<file path="src/rtl/intersection_phase_scheduler.sv">
`default_nettype none
// intersection_phase_scheduler: NS/EW/pedestrian right-of-way sequencer with Moore lamp decode.
// Optional build macro TLC_NIGHT_FLASH_EN adds night_mode input and a flashing-yellow FLASH state.
module intersection_phase_scheduler #(
    parameter int CLK_FREQUENCY = 27_000_000,
    parameter int GREEN_MS      = 7000,
    parameter int YELLOW_MS     = 3000,
    parameter int ALL_RED_MS    = 1000,
    parameter int WALK_MS       = 5000
) (
    input  logic       sys_clk,
    input  logic       rst_n,
    input  logic       car_ew,
    input  logic       ped_req,
`ifdef TLC_NIGHT_FLASH_EN
    input  logic       night_mode,
`endif
    output logic       ped_ack,
    output logic       ns_red,
    output logic       ns_yellow,
    output logic       ns_green,
    output logic       ew_red,
    output logic       ew_yellow,
    output logic       ew_green,
    output logic       walk,
    output logic [2:0] phase
);

    localparam int TICKS_PER_MS = CLK_FREQUENCY / 1000;
    localparam int PRE_W        = (TICKS_PER_MS > 1) ? $clog2(TICKS_PER_MS) : 1;
    localparam int FLASH_MS     = 500;
    localparam int MAX_A        = (GREEN_MS > YELLOW_MS) ? GREEN_MS : YELLOW_MS;
    localparam int MAX_B        = (ALL_RED_MS > WALK_MS) ? ALL_RED_MS : WALK_MS;
    localparam int MAX_C        = (MAX_A > MAX_B) ? MAX_A : MAX_B;
    localparam int MAX_MS       = (MAX_C > FLASH_MS) ? MAX_C : FLASH_MS;
    localparam int MS_W         = $clog2(MAX_MS + 1);

    typedef enum logic [2:0] {
        S_INIT      = 3'd0,
        S_NS_GREEN  = 3'd1,
        S_NS_YELLOW = 3'd2,
        S_ALLRED_A  = 3'd3,
        S_EW_GREEN  = 3'd4,
        S_EW_YELLOW = 3'd5,
        S_ALLRED_B  = 3'd6,
        S_WALK      = 3'd7
    } state_t;

    state_t            state_q, state_d;
    logic [PRE_W-1:0]  presc_q;
    logic [MS_W-1:0]   ms_q;
    logic [MS_W-1:0]   dur_m1;
    logic              ew_pend_q, ew_pend_d;
    logic              ped_pend_q, ped_pend_d;
    logic              dir_next_q, dir_next_d;
    logic              ped_ack_q;
    logic              flash_q, flash_d;
    logic              flash_on_q, flash_on_d;
    logic              done;
    logic              tmr_clr;
    logic              enter_ew;
    logic              enter_walk;

    always_comb begin
        dur_m1 = MS_W'(ALL_RED_MS - 1);
        if (flash_q) begin
            dur_m1 = MS_W'(FLASH_MS - 1);
        end else begin
            case (state_q)
                S_NS_GREEN, S_EW_GREEN:   dur_m1 = MS_W'(GREEN_MS - 1);
                S_NS_YELLOW, S_EW_YELLOW: dur_m1 = MS_W'(YELLOW_MS - 1);
                S_WALK:                   dur_m1 = MS_W'(WALK_MS - 1);
                default:                  dur_m1 = MS_W'(ALL_RED_MS - 1);
            endcase
        end
    end

    assign done = (presc_q == PRE_W'(TICKS_PER_MS - 1)) && (ms_q == dur_m1);

    // Next-state: every transition (including the NS_GREEN restart) happens on done.
    always_comb begin
        state_d    = state_q;
        dir_next_d = dir_next_q;
        flash_d    = flash_q;
        flash_on_d = flash_on_q;
        if (flash_q) begin
`ifdef TLC_NIGHT_FLASH_EN
            if (done) begin
                if (!night_mode) begin
                    flash_d    = 1'b0;
                    flash_on_d = 1'b0;
                    state_d    = S_INIT;
                end else begin
                    flash_on_d = ~flash_on_q;
                end
            end
`else
            flash_d    = 1'b0;
            flash_on_d = 1'b0;
            state_d    = S_INIT;
`endif
        end else begin
            case (state_q)
                S_INIT:      if (done) state_d = S_NS_GREEN;
                S_NS_GREEN:  if (done && (ew_pend_q || ped_pend_q)) state_d = S_NS_YELLOW;
                S_NS_YELLOW: if (done) state_d = S_ALLRED_A;
                S_ALLRED_A: begin
                    if (done) begin
`ifdef TLC_NIGHT_FLASH_EN
                        if (night_mode) begin
                            state_d    = S_INIT;
                            flash_d    = 1'b1;
                            flash_on_d = 1'b1;
                        end else
`endif
                        if (ped_pend_q) begin
                            state_d    = S_WALK;
                            dir_next_d = 1'b1;
                        end else begin
                            state_d    = S_EW_GREEN;
                        end
                    end
                end
                S_EW_GREEN:  if (done) state_d = S_EW_YELLOW;
                S_EW_YELLOW: if (done) state_d = S_ALLRED_B;
                S_ALLRED_B: begin
                    if (done) begin
`ifdef TLC_NIGHT_FLASH_EN
                        if (night_mode) begin
                            state_d    = S_INIT;
                            flash_d    = 1'b1;
                            flash_on_d = 1'b1;
                        end else
`endif
                        if (ped_pend_q) begin
                            state_d    = S_WALK;
                            dir_next_d = 1'b0;
                        end else begin
                            state_d    = S_NS_GREEN;
                        end
                    end
                end
                S_WALK:      if (done) state_d = dir_next_q ? S_EW_GREEN : S_NS_GREEN;
                default:     state_d = S_INIT;
            endcase
        end
    end

    assign tmr_clr    = done || (state_d != state_q) || (flash_d != flash_q);
    assign enter_ew   = (state_d == S_EW_GREEN) && (state_q != S_EW_GREEN);
    assign enter_walk = (state_d == S_WALK) && (state_q != S_WALK);

    // Clear beats set; pedestrian requests seen during WALK are discarded.
    assign ew_pend_d  = enter_ew ? 1'b0 : (ew_pend_q | car_ew);
    assign ped_pend_d = enter_walk ? 1'b0 : (ped_pend_q | (ped_req & (state_q != S_WALK)));

    always_ff @(posedge sys_clk or negedge rst_n) begin
        if (!rst_n) begin
            state_q    <= S_INIT;
            presc_q    <= '0;
            ms_q       <= '0;
            ew_pend_q  <= 1'b0;
            ped_pend_q <= 1'b0;
            dir_next_q <= 1'b0;
            ped_ack_q  <= 1'b0;
            flash_q    <= 1'b0;
            flash_on_q <= 1'b0;
        end else begin
            state_q    <= state_d;
            ew_pend_q  <= ew_pend_d;
            ped_pend_q <= ped_pend_d;
            dir_next_q <= dir_next_d;
            ped_ack_q  <= enter_walk;
            flash_q    <= flash_d;
            flash_on_q <= flash_on_d;
            if (tmr_clr) begin
                presc_q <= '0;
                ms_q    <= '0;
            end else if (presc_q == PRE_W'(TICKS_PER_MS - 1)) begin
                presc_q <= '0;
                ms_q    <= ms_q + 1'b1;
            end else begin
                presc_q <= presc_q + 1'b1;
            end
        end
    end

    always_comb begin
        ns_red    = 1'b1;
        ns_yellow = 1'b0;
        ns_green  = 1'b0;
        ew_red    = 1'b1;
        ew_yellow = 1'b0;
        ew_green  = 1'b0;
        walk      = 1'b0;
        if (flash_q) begin
            ns_red    = 1'b0;
            ns_yellow = flash_on_q;
            ew_red    = flash_on_q;
        end else begin
            case (state_q)
                S_NS_GREEN:  begin ns_red = 1'b0; ns_green  = 1'b1; end
                S_NS_YELLOW: begin ns_red = 1'b0; ns_yellow = 1'b1; end
                S_EW_GREEN:  begin ew_red = 1'b0; ew_green  = 1'b1; end
                S_EW_YELLOW: begin ew_red = 1'b0; ew_yellow = 1'b1; end
                S_WALK:      walk = 1'b1;
                default:     ;
            endcase
        end
    end

    assign ped_ack = ped_ack_q;
    assign phase   = state_q;

endmodule
`default_nettype wire
</file>
<file path="config.mk">
export PLATFORM = sky130hd
export DESIGN_NAME = intersection_phase_scheduler
export DESIGN_NICKNAME = d
export VERILOG_FILES = /design/src/rtl/intersection_phase_scheduler.sv
export SDC_FILE = /design/constraint.sdc
export NUM_CORES = 1
export LEC_CHECK = 0
export ABC_AREA = 1
export CAP_MARGIN = 20
export CORE_MARGIN = 10
export CORE_UTILIZATION = 58
export CTS_BUF_LIST = sky130_fd_sc_hd__clkbuf_8 sky130_fd_sc_hd__clkbuf_16
export DETAILED_ROUTE_END_ITERATION = 16
export PLACE_DENSITY_LB_ADDON = 0.12
export SLEW_MARGIN = 5
export SYNTH_ARGS = -nofsm -noshare
export SYNTH_HDL_FRONTEND = slang
export SYNTH_SLANG_ARGS = --single-unit
</file>
<file path="constraint.sdc">
create_clock -name sys_clk -period 2.2 [get_ports sys_clk]
set_input_delay 0.44 -clock sys_clk [delete_from_list [all_inputs] [get_ports sys_clk]]
set_output_delay 0.44 -clock sys_clk [all_outputs]
set_load 0.01 [all_outputs]
</file>
# == Word-level counts from Yosys, hierarchy flattened ==
# Index checks and enable logic that the tools add are counted.
# word_totals
out_inout_bits,11
reg_bits,35
in_bits,4
# op_classes
reduce_logical,14
muxes,31
eq_ne,18
bitwise_logic,3
add_sub_neg,2
# ops
operator,count
one-hot mux 13 bit (3 select lines),1
two-way mux 15 bit,2
two-way mux 3 bit,10
two-way mux 13 bit,2
one-hot mux 3 bit (8 select lines),1
equality test 3 bit (second input constant),6
adder 15 x 1 -> 15 bit (second input constant),1
equality test 15 bit (second input constant),1
adder 13 x 1 -> 13 bit (second input constant),1
equality test 13 bit,1
two-way mux 1 bit,13
!= test 2 bit (second input constant),4
OR reduction 2 bit,4
equality test 3 x 2 -> 1 bit (second input constant),2
!= test 3 bit (second input constant),2
AND reduction 5 bit,1
logical AND 1 bit,4
nonzero test 2 bit,2
equality test 3 x 1 -> 1 bit (second input constant),1
zero test 3 bit,1
!= test 3 bit,1
logical OR 1 bit,2
two-way mux 2 bit,1
OR 1 bit,2
other kinds (2),2

# == Longest topological paths before layout ==
# Gate-level depths: netlist of run 1.
# depth
depth_word,11
mapped_depth,17
depth_no_buf,16

# == Worst setup path after synthesis of run 1 ==
# OpenSTA, ideal clock, no wires.
# synth_timing
path_kind,reg-to-reg
start,register state_q[0] (netlist: phase[0])
end,register ped_pend_q
setup_time_ns,0.119
stages_incl_launch_ff,15
arrival_ns,1.813
path_slack_ns,0.268
t_required_ns,2.081
n_path_buf,1
period_less_slack_ns,1.932
cell_sequence,dfrtp_1 buf_4 clkinv_1 nand3_2 nand2_2 nor2_2 xor2_2 and2b_1 nand3_2 o21ai_1 inv_1 nand2_2 nand2_1 nor2_1 nor2_1
# synth_via
elab_chain_len,11
# synth_rtl
element,line,rtl
start: declaration,49,"state_t state_q, state_d;"
start signal: assignment,169,state_q <= state_d;
equality test 3 bit (tied with other cells),"69, 103",
OR reduction 2 bit,69,case (state_q)
one-hot mux 13 bit (3 select lines),69,
equality test 13 bit,78,assign done = (presc_q == PRE_W'(TICKS_PER_MS - 1)) && (ms_q == dur_m1);
logical AND 1 bit,78,
logical AND 1 bit,105,S_NS_GREEN: if (done && (ew_pend_q || ped_pend_q)) state_d = S_NS_YELLOW;
two-way mux 3 bit,105,
one-hot mux 3 bit (8 select lines) (*),103,case (state_q)
net state_d[1],49,
equality test 3 bit (*),151,assign enter_walk = (state_d == S_WALK) && (state_q != S_WALK);
logical AND 1 bit (*),151,
two-way mux 1 bit (*),155,assign ped_pend_d = enter_walk ? 1'b0 : (ped_pend_q | (ped_req & (state_q != S_WALK)));
net ped_pend_d,54,"logic ped_pend_q, ped_pend_d;"
end signal: assignment,171,ped_pend_q <= ped_pend_d;
end: declaration,54,
# Mark *: on every way through the listed nets, which the timed path passes. The rest lies on a longest branch.
# A chain may end at the register's enable or synchronous reset.

# == Final worst setup path of run 1 ==
# layout_timing
start,register state_q[2] (netlist: phase[2])
end,output port ns_red
# layout_via
elab_chain_len,3
# layout_rtl
element,line,rtl
equality test 3 x 1 -> 1 bit / equality test 3 x 2 -> 1 bit (equally long branches),201,case (state_q)
OR reduction 2 bit (no source line) (*),--,
two-way mux 1 bit (*),201,
end: declaration,19,"output logic ns_red,"
# Every way passes the cells marked *; elsewhere a longest branch is shown, timed or not.

==> results of run 1 <==
==> what timing repair did <==
item | 4_1_cts | 5_1_grt
resized for setup | 2 | 30
buffers inserted | 0 | 4
endpoints found under the setup margin | 2 | 10
endpoints found under the hold margin | 0 | 0
pin swaps | 0 | 13
==> synthesized netlist by cell type <==
library cell / number / area (um^2)
buf_4: 1 / 7.51
nand3_1: 15 / 75.1
a21oi_1: 8 / 40.0
o21ai_0: 7 / 35.0
nand3b_1: 1 / 7.51
buf_2: 1 / 5.00
nor3_1: 7 / 35.0
and2b_1: 1 / 7.51
nand3_2: 7 / 70.1
xnor2_1: 4 / 35.0
inv_1: 40 / 150
nor2_4: 1 / 11.3
xor2_2: 1 / 16.3
ha_1: 2 / 25.0
nand2_2: 7 / 43.8
and3_1: 1 / 6.26
dfrtp_1: 35 / 876
or2_2: 1 / 6.26
nand4_1: 9 / 56.3
nor2_1: 45 / 169
nand2_1: 49 / 184
o21ai_1: 3 / 15.0
xor2_1: 14 / 123
nor3b_1: 3 / 22.5
inv_2: 4 / 15.0
nor2_2: 3 / 18.8
nor4_1: 1 / 6.26
clkbuf_1: 1 / 3.75
clkinv_1: 2 / 7.51
==> how the worst min path moves through the flow <==
stage / startpoint / end / depth (start not counted) / slack, ns
2_1_floorplan: rst_n / dir_next_q$_DFFE_PN0P_ / 0 / 0.14
6_report: presc_q[0]$_DFF_PN0_ / presc_q[0]$_DFF_PN0_ / 1 / 0.46
4_1_cts: presc_q[0]$_DFF_PN0_ / presc_q[0]$_DFF_PN0_ / 1 / 0.46
3_3_place_gp: presc_q[0]$_DFF_PN0_ / presc_q[0]$_DFF_PN0_ / 1 / 0.45
5_1_grt: presc_q[0]$_DFF_PN0_ / presc_q[0]$_DFF_PN0_ / 1 / 0.48
3_5_place_dp: presc_q[0]$_DFF_PN0_ / presc_q[0]$_DFF_PN0_ / 1 / 0.45
==> per-stage QoR <==
step	cell area [um^2]	total power, W	utilization
after floorplan	2070	0.000656	-
after global placement	2290	0.000675	0.676
after CTS	2380	0.00111	0.702
final	2510	0.00110	0.739
after global routing	2510	0.00115	0.739
after detailed placement	2290	0.000675	0.676
==> registers in the layout, indices dropped and copies added (netlist names) <==
| register | count |
|---|---|
| phase | 3 |
| ped_pend_q | 1 |
| dir_next_q | 1 |
| ped_ack | 1 |
| presc_q | 15 |
| ew_pend_q | 1 |
| ms_q | 13 |
==> logic make-up (layout without fill, tap and decap cells) <==
family | after synthesis | in the layout
flops | 35 | 35
simple gates | 151 | 151
compound gates | 18 | 18
buf+inv | 49 | 77
xor+xnor | 19 | 19
fa+ha+maj | 2 | 2
==> where the power goes <==
group / internal (W) / switching (W) / total, W
sequential: 0.000643 / 0.000000000000000000176 / 0.000643
combinational: 0.00000578 / 0.0000124 / 0.0000181
clock: 0.000213 / 0.000229 / 0.000442
total: 0.000862 / 0.000241 / 0.00110
==> metal layers <==
metal | share of wire | global-route usage | vias to the layer above
met4 | 0.018 | 0.0546 | 0
li1 | - | - | 916
met1 | 0.50 | 0.199 | 811
met5 | 0 | 0 | -
met2 | 0.44 | 0.207 | 27
met3 | 0.042 | 0.0372 | 8
==> critical path, cell delays in order, from the launching register on <==
cell             delay, ns
dfrtp_2               0.48
inv_2                 0.13
nand3_2               0.15
nand2_2               0.15
inv_1                 0.05
clkdlybuf4s50_1       0.47
==> cell type report <==
class | count | area, um^2 | area share
sequential | 35 | 880 | 0.351
multi-input combinational | 190 | 1100 | 0.438
timing repair buffer | 23 | 218 | 0.0869
tap | 46 | 57.6 | 0.0230
clock inverter | 3 | 12.5 | 0.00499
clock buffer | 5 | 68.8 | 0.0275
inverter | 46 | 173 | 0.0689
==> cells in the final DEF (no fill, tap or decap), types with 8 or more instances in the layout <==
cell type / n
xor2_1: 14
nand2_2: 12
inv_1: 41
nand4_1: 9
nand2_1: 43
dfrtp_1: 32
nand3_1: 15
nor2_1: 38
nor2_2: 8
clkdlybuf4s50_1: 13
==> impl_metrics.ini, run 1 <==
[cts]
cts-root-buf = clkbuf_8
clockBufferDepth = 2
cts.clk_slew.worst_paths_ns = 0.08
cts-buffers-inserted = 5
cts.sinks = 35
cts-htree-levels = 2
hold_buffers = 0
clock_latency_ns = 0.29
cts_tree = yes

[placement]
gp_congestion = 0.849
place_ws_ns = -0.0270
dp_hpwl_um = 3200
io_buffers = 14
placed_cells = 336

[cells_and_area]
diodes = 0
finalNonFillerCells = 348
drive_gt1_frac = 0.205
n_fill_cell = 255
syn_to_final_growth_pct = 20.9
nNetsFinal = 307

[floorplanning]
die_y_um = 79.8
initial_core_util = 0.612
coreArea_um2 = 3390
io_pins = 15
die_w_um = 79.8
die_area_um2 = 6370
fp-row-count = 21

[sta]
maxSlewHeadroom = 0.713
holdWs_ns = 0.460
setup_viol = 0
fin_crit_ns = 2.16
rsz0062_at_grt = yes
period_share = 0.982
max_freq_ghz = 0.463
finalSetupTns_ns = 0
hold_viol_final = 0
setup_slack_ns = 0.0401
slew_viol_final = 0
skew_ns = 0.00941
tightest_slew_ns = 0.431

[worst_setup_path]
crit_type = flip-flop to primary output
cp_max_fo = 7
reg2reg_depth = 15
cp-endpoint = ns_red
reg2reg_setup_slack_ns = 0.06
startpoint = phase[2]$_DFF_PN0_
r2r-end = ped_pend_q$_DFF_PN0_
arrival_ns = 1.72
cp-end-kind = primary output
worstReg2RegStart = presc_q[0]$_DFF_PN0_
start_kind = flip-flop
required_ns = 1.76

[yosys]
synth-xor-area-share = 0.0839
syn_inst = 274
synth_area_um2 = 2070
ys_seq_area_frac = 0.422
synth.mux.area_fraction = 0
avgSynthCellArea_um2 = 7.57
synth_top_family_by_area = simple AND/OR/NAND/NOR gates
ys_ff_latch = 35
synthSimpleGateAreaFrac = 0.347
synth-compound-area-share = 0.0435
synth_cell_type_count = 29
ys_warn_count = 0
synth_fa_ha_area_frac = 0.0121
synth_nets = 280

[detailed_routing]
postRouteAntennaNets = 0
wl_um = 4410
drc = 0
dr_total_vias = 1762
wl_per_cell_um = 12.7
firstDrtPassIters = 5
drtIter0Drc = 193
viasPerCell = 5.06

[global_routing]
antenna_found_initial = 0
grt_start_max_net_pins = 36
grt_pass1_vias = 1626
grt_pass1_wl_um = 7370
grt_use_total = 0.143
grt-ovfl-total = 0

[pwr]
ir_drop_v = 0.000344
powerDensity_nw_per_um2 = 440
power.leakage_nw = 1.23

[hold_path]
hp-class = flip-flop to flip-flop

[status]
status = finished, final reports clean

[flow_run]
maxCapViolCount = 0
Note: power is estimated with default switching activity, not from simulation.
==> inputs of run 2 (changes only) <==
SKIP_CTS_REPAIR_TIMING = 1   (was default)
==> impl_metrics.ini, run 2 (same netlist as run 1, synthesis figures left out) <==
[status]
status = finished, final reports clean

[cts]
clock_latency_ns = 0.29
cts-root-buf = clkbuf_8
cts_tree = yes
cts.sinks = 35
clockBufferDepth = 2
cts-htree-levels = 2
cts-buffers-inserted = 5
cts.clk_slew.worst_paths_ns = 0.08

[detailed_routing]
postRouteAntennaNets = 0
wl_per_cell_um = 13.4
drc = 0
drtIter0Drc = 118
dr_total_vias = 1791
viasPerCell = 5.12
wl_um = 4710
firstDrtPassIters = 4

[global_routing]
grt-ovfl-total = 0
grt_use_total = 0.143
grt_pass1_wl_um = 7360
grt_pass1_vias = 1619
antenna_found_initial = 0
grt_start_max_net_pins = 36

[pwr]
powerDensity_nw_per_um2 = 427
ir_drop_v = 0.000344
power.leakage_nw = 1.25

[sta]
maxSlewHeadroom = 0.710
tightest_slew_ns = 0.435
slew_viol_final = 0
holdWs_ns = 0.461
setup_viol = 0
period_share = 0.995
skew_ns = 0.0104
fin_crit_ns = 2.19
max_freq_ghz = 0.457
rsz0062_at_grt = yes
hold_viol_final = 0

[cells_and_area]
finalNonFillerCells = 350
nNetsFinal = 309
largest_reg_flops = 15
syn_to_final_growth_pct = 24.7
final_common_cell = nand2_1
diodes = 0
top_register = presc_q
layout_common_cells = 43 x nand2_1, 41 x inv_1, 38 x nor2_1
drive_gt1_frac = 0.214
final_util = 0.763

[hold_path]
hold_end = presc_q[0]$_DFF_PN0_
worstHoldStart = presc_q[0]$_DFF_PN0_
min_path_cells = 1
hp-class = flip-flop to flip-flop

[placement]
placed_cells = 336
gp_congestion = 0.849
io_buffers = 14
dp_hpwl_um = 3200

[floorplanning]
fp-row-count = 21
initial_core_util = 0.612
die_area_um2 = 6370
die_y_um = 79.8
io_pins = 15
coreArea_um2 = 3390
die_w_um = 79.8

[worst_setup_path]
cp_max_fo = 5
cp-end-kind = flip-flop
reg2reg_depth = 13
crit_type = flip-flop to flip-flop
start_kind = flip-flop
worstReg2RegStart = phase[1]$_DFF_PN0_
reg2reg_setup_slack_ns = 0.01
r2r-end = ped_pend_q$_DFF_PN0_
arrival_ns = 2.39
required_ns = 2.41

[flow_run]
maxCapViolCount = 0
## run 2: changes by cell type in the layout (fill, tap and decap cells not counted), moves of 2 or more
| cell | before | now |
|---|---|---|
| nand2_4 | 1 | 4 |
| nand3_2 | 5 | 3 |
| inv_4 | 0 | 3 |
| inv_2 | 6 | 3 |
| nand2_2 | 12 | 9 |
| nand3_4 | 2 | 5 |
## run 2: per-stage QoR
stage	instance area (um^2)	setup TNS, ns	setup slack [ns]	power (W)
after global routing	2590	-0.207	-0.0915	0.00115
after floorplan	2070	0	0.268	0.000656
after CTS	2370	-0.0814	-0.0410	0.00111
final	2590	0	0.0113	0.00111
after global placement	2290	0	0.0327	0.000675
after detailed placement	2290	-0.0270	-0.0270	0.000675
## run 2: report_power, final
part	switching [W]	leakage (nW)	internal [W]	total (W)
registers	0.000000000000000000173	0.459	0.000643	0.000643
logic	0.0000125	0.736	0.00000578	0.0000183
clock network	0.000231	0.0505	0.000213	0.000444
total	0.000244	1.25	0.000862	0.00111
## run 2: layer usage
layer  vias up  track usage  routed length (um)  part of all wire
li1        918            -                   -                 -
met2        36        0.210                2230              0.47
met3         4       0.0394                 218             0.046
met5         -            0                   0                 0
met1       833        0.198                2220              0.47
met4         0       0.0423                  42            0.0089
## run 2: critical path, stage by stage (launching register included)
cell     delay [ns]
dfrtp_2        0.48
nor2_2         0.17
nand2_2        0.13
nand4_1        0.17
nand4_1        0.19
nor2_4         0.17
nand3_2        0.15
a21oi_2        0.18
nand2_1        0.07
nand2_2        0.09
nand2_4        0.07
nand2_2        0.06
nor2_1         0.04
nor2_1         0.12
## run 2: area by class of cell
class | instances | area, um^2
clock buffers | 5 | 68.8
inverters | 46 | 180
clock inverters | 3 | 12.5
flip-flops and latches | 35 | 880
repair buffers | 25 | 243
well taps | 46 | 57.6
fillers | 234 | 803
multi-input cells | 190 | 1140
## run 2: worst max-delay path by stage
stage,slack [ns],start,to,cells after the start
2_1_floorplan,0.27,phase[0]$_DFF_PN0_,ped_pend_q$_DFF_PN0_,14
3_3_place_gp,0.03,presc_q[0]$_DFF_PN0_,ped_pend_q$_DFF_PN0_,14
3_5_place_dp,-0.03,presc_q[0]$_DFF_PN0_,ped_pend_q$_DFF_PN0_,14
4_1_cts,-0.04,phase[2]$_DFF_PN0_,walk,3
5_1_grt,-0.09,phase[1]$_DFF_PN0_,ped_pend_q$_DFF_PN0_,13
6_report,0.01,phase[1]$_DFF_PN0_,ped_pend_q$_DFF_PN0_,13
==> inputs of run 3 (changes only) <==
CTS_CLUSTER_SIZE = 8   (was default)
==> results of run 3 <==
The final DEF is identical to that of run 2; final timing and power are the same.
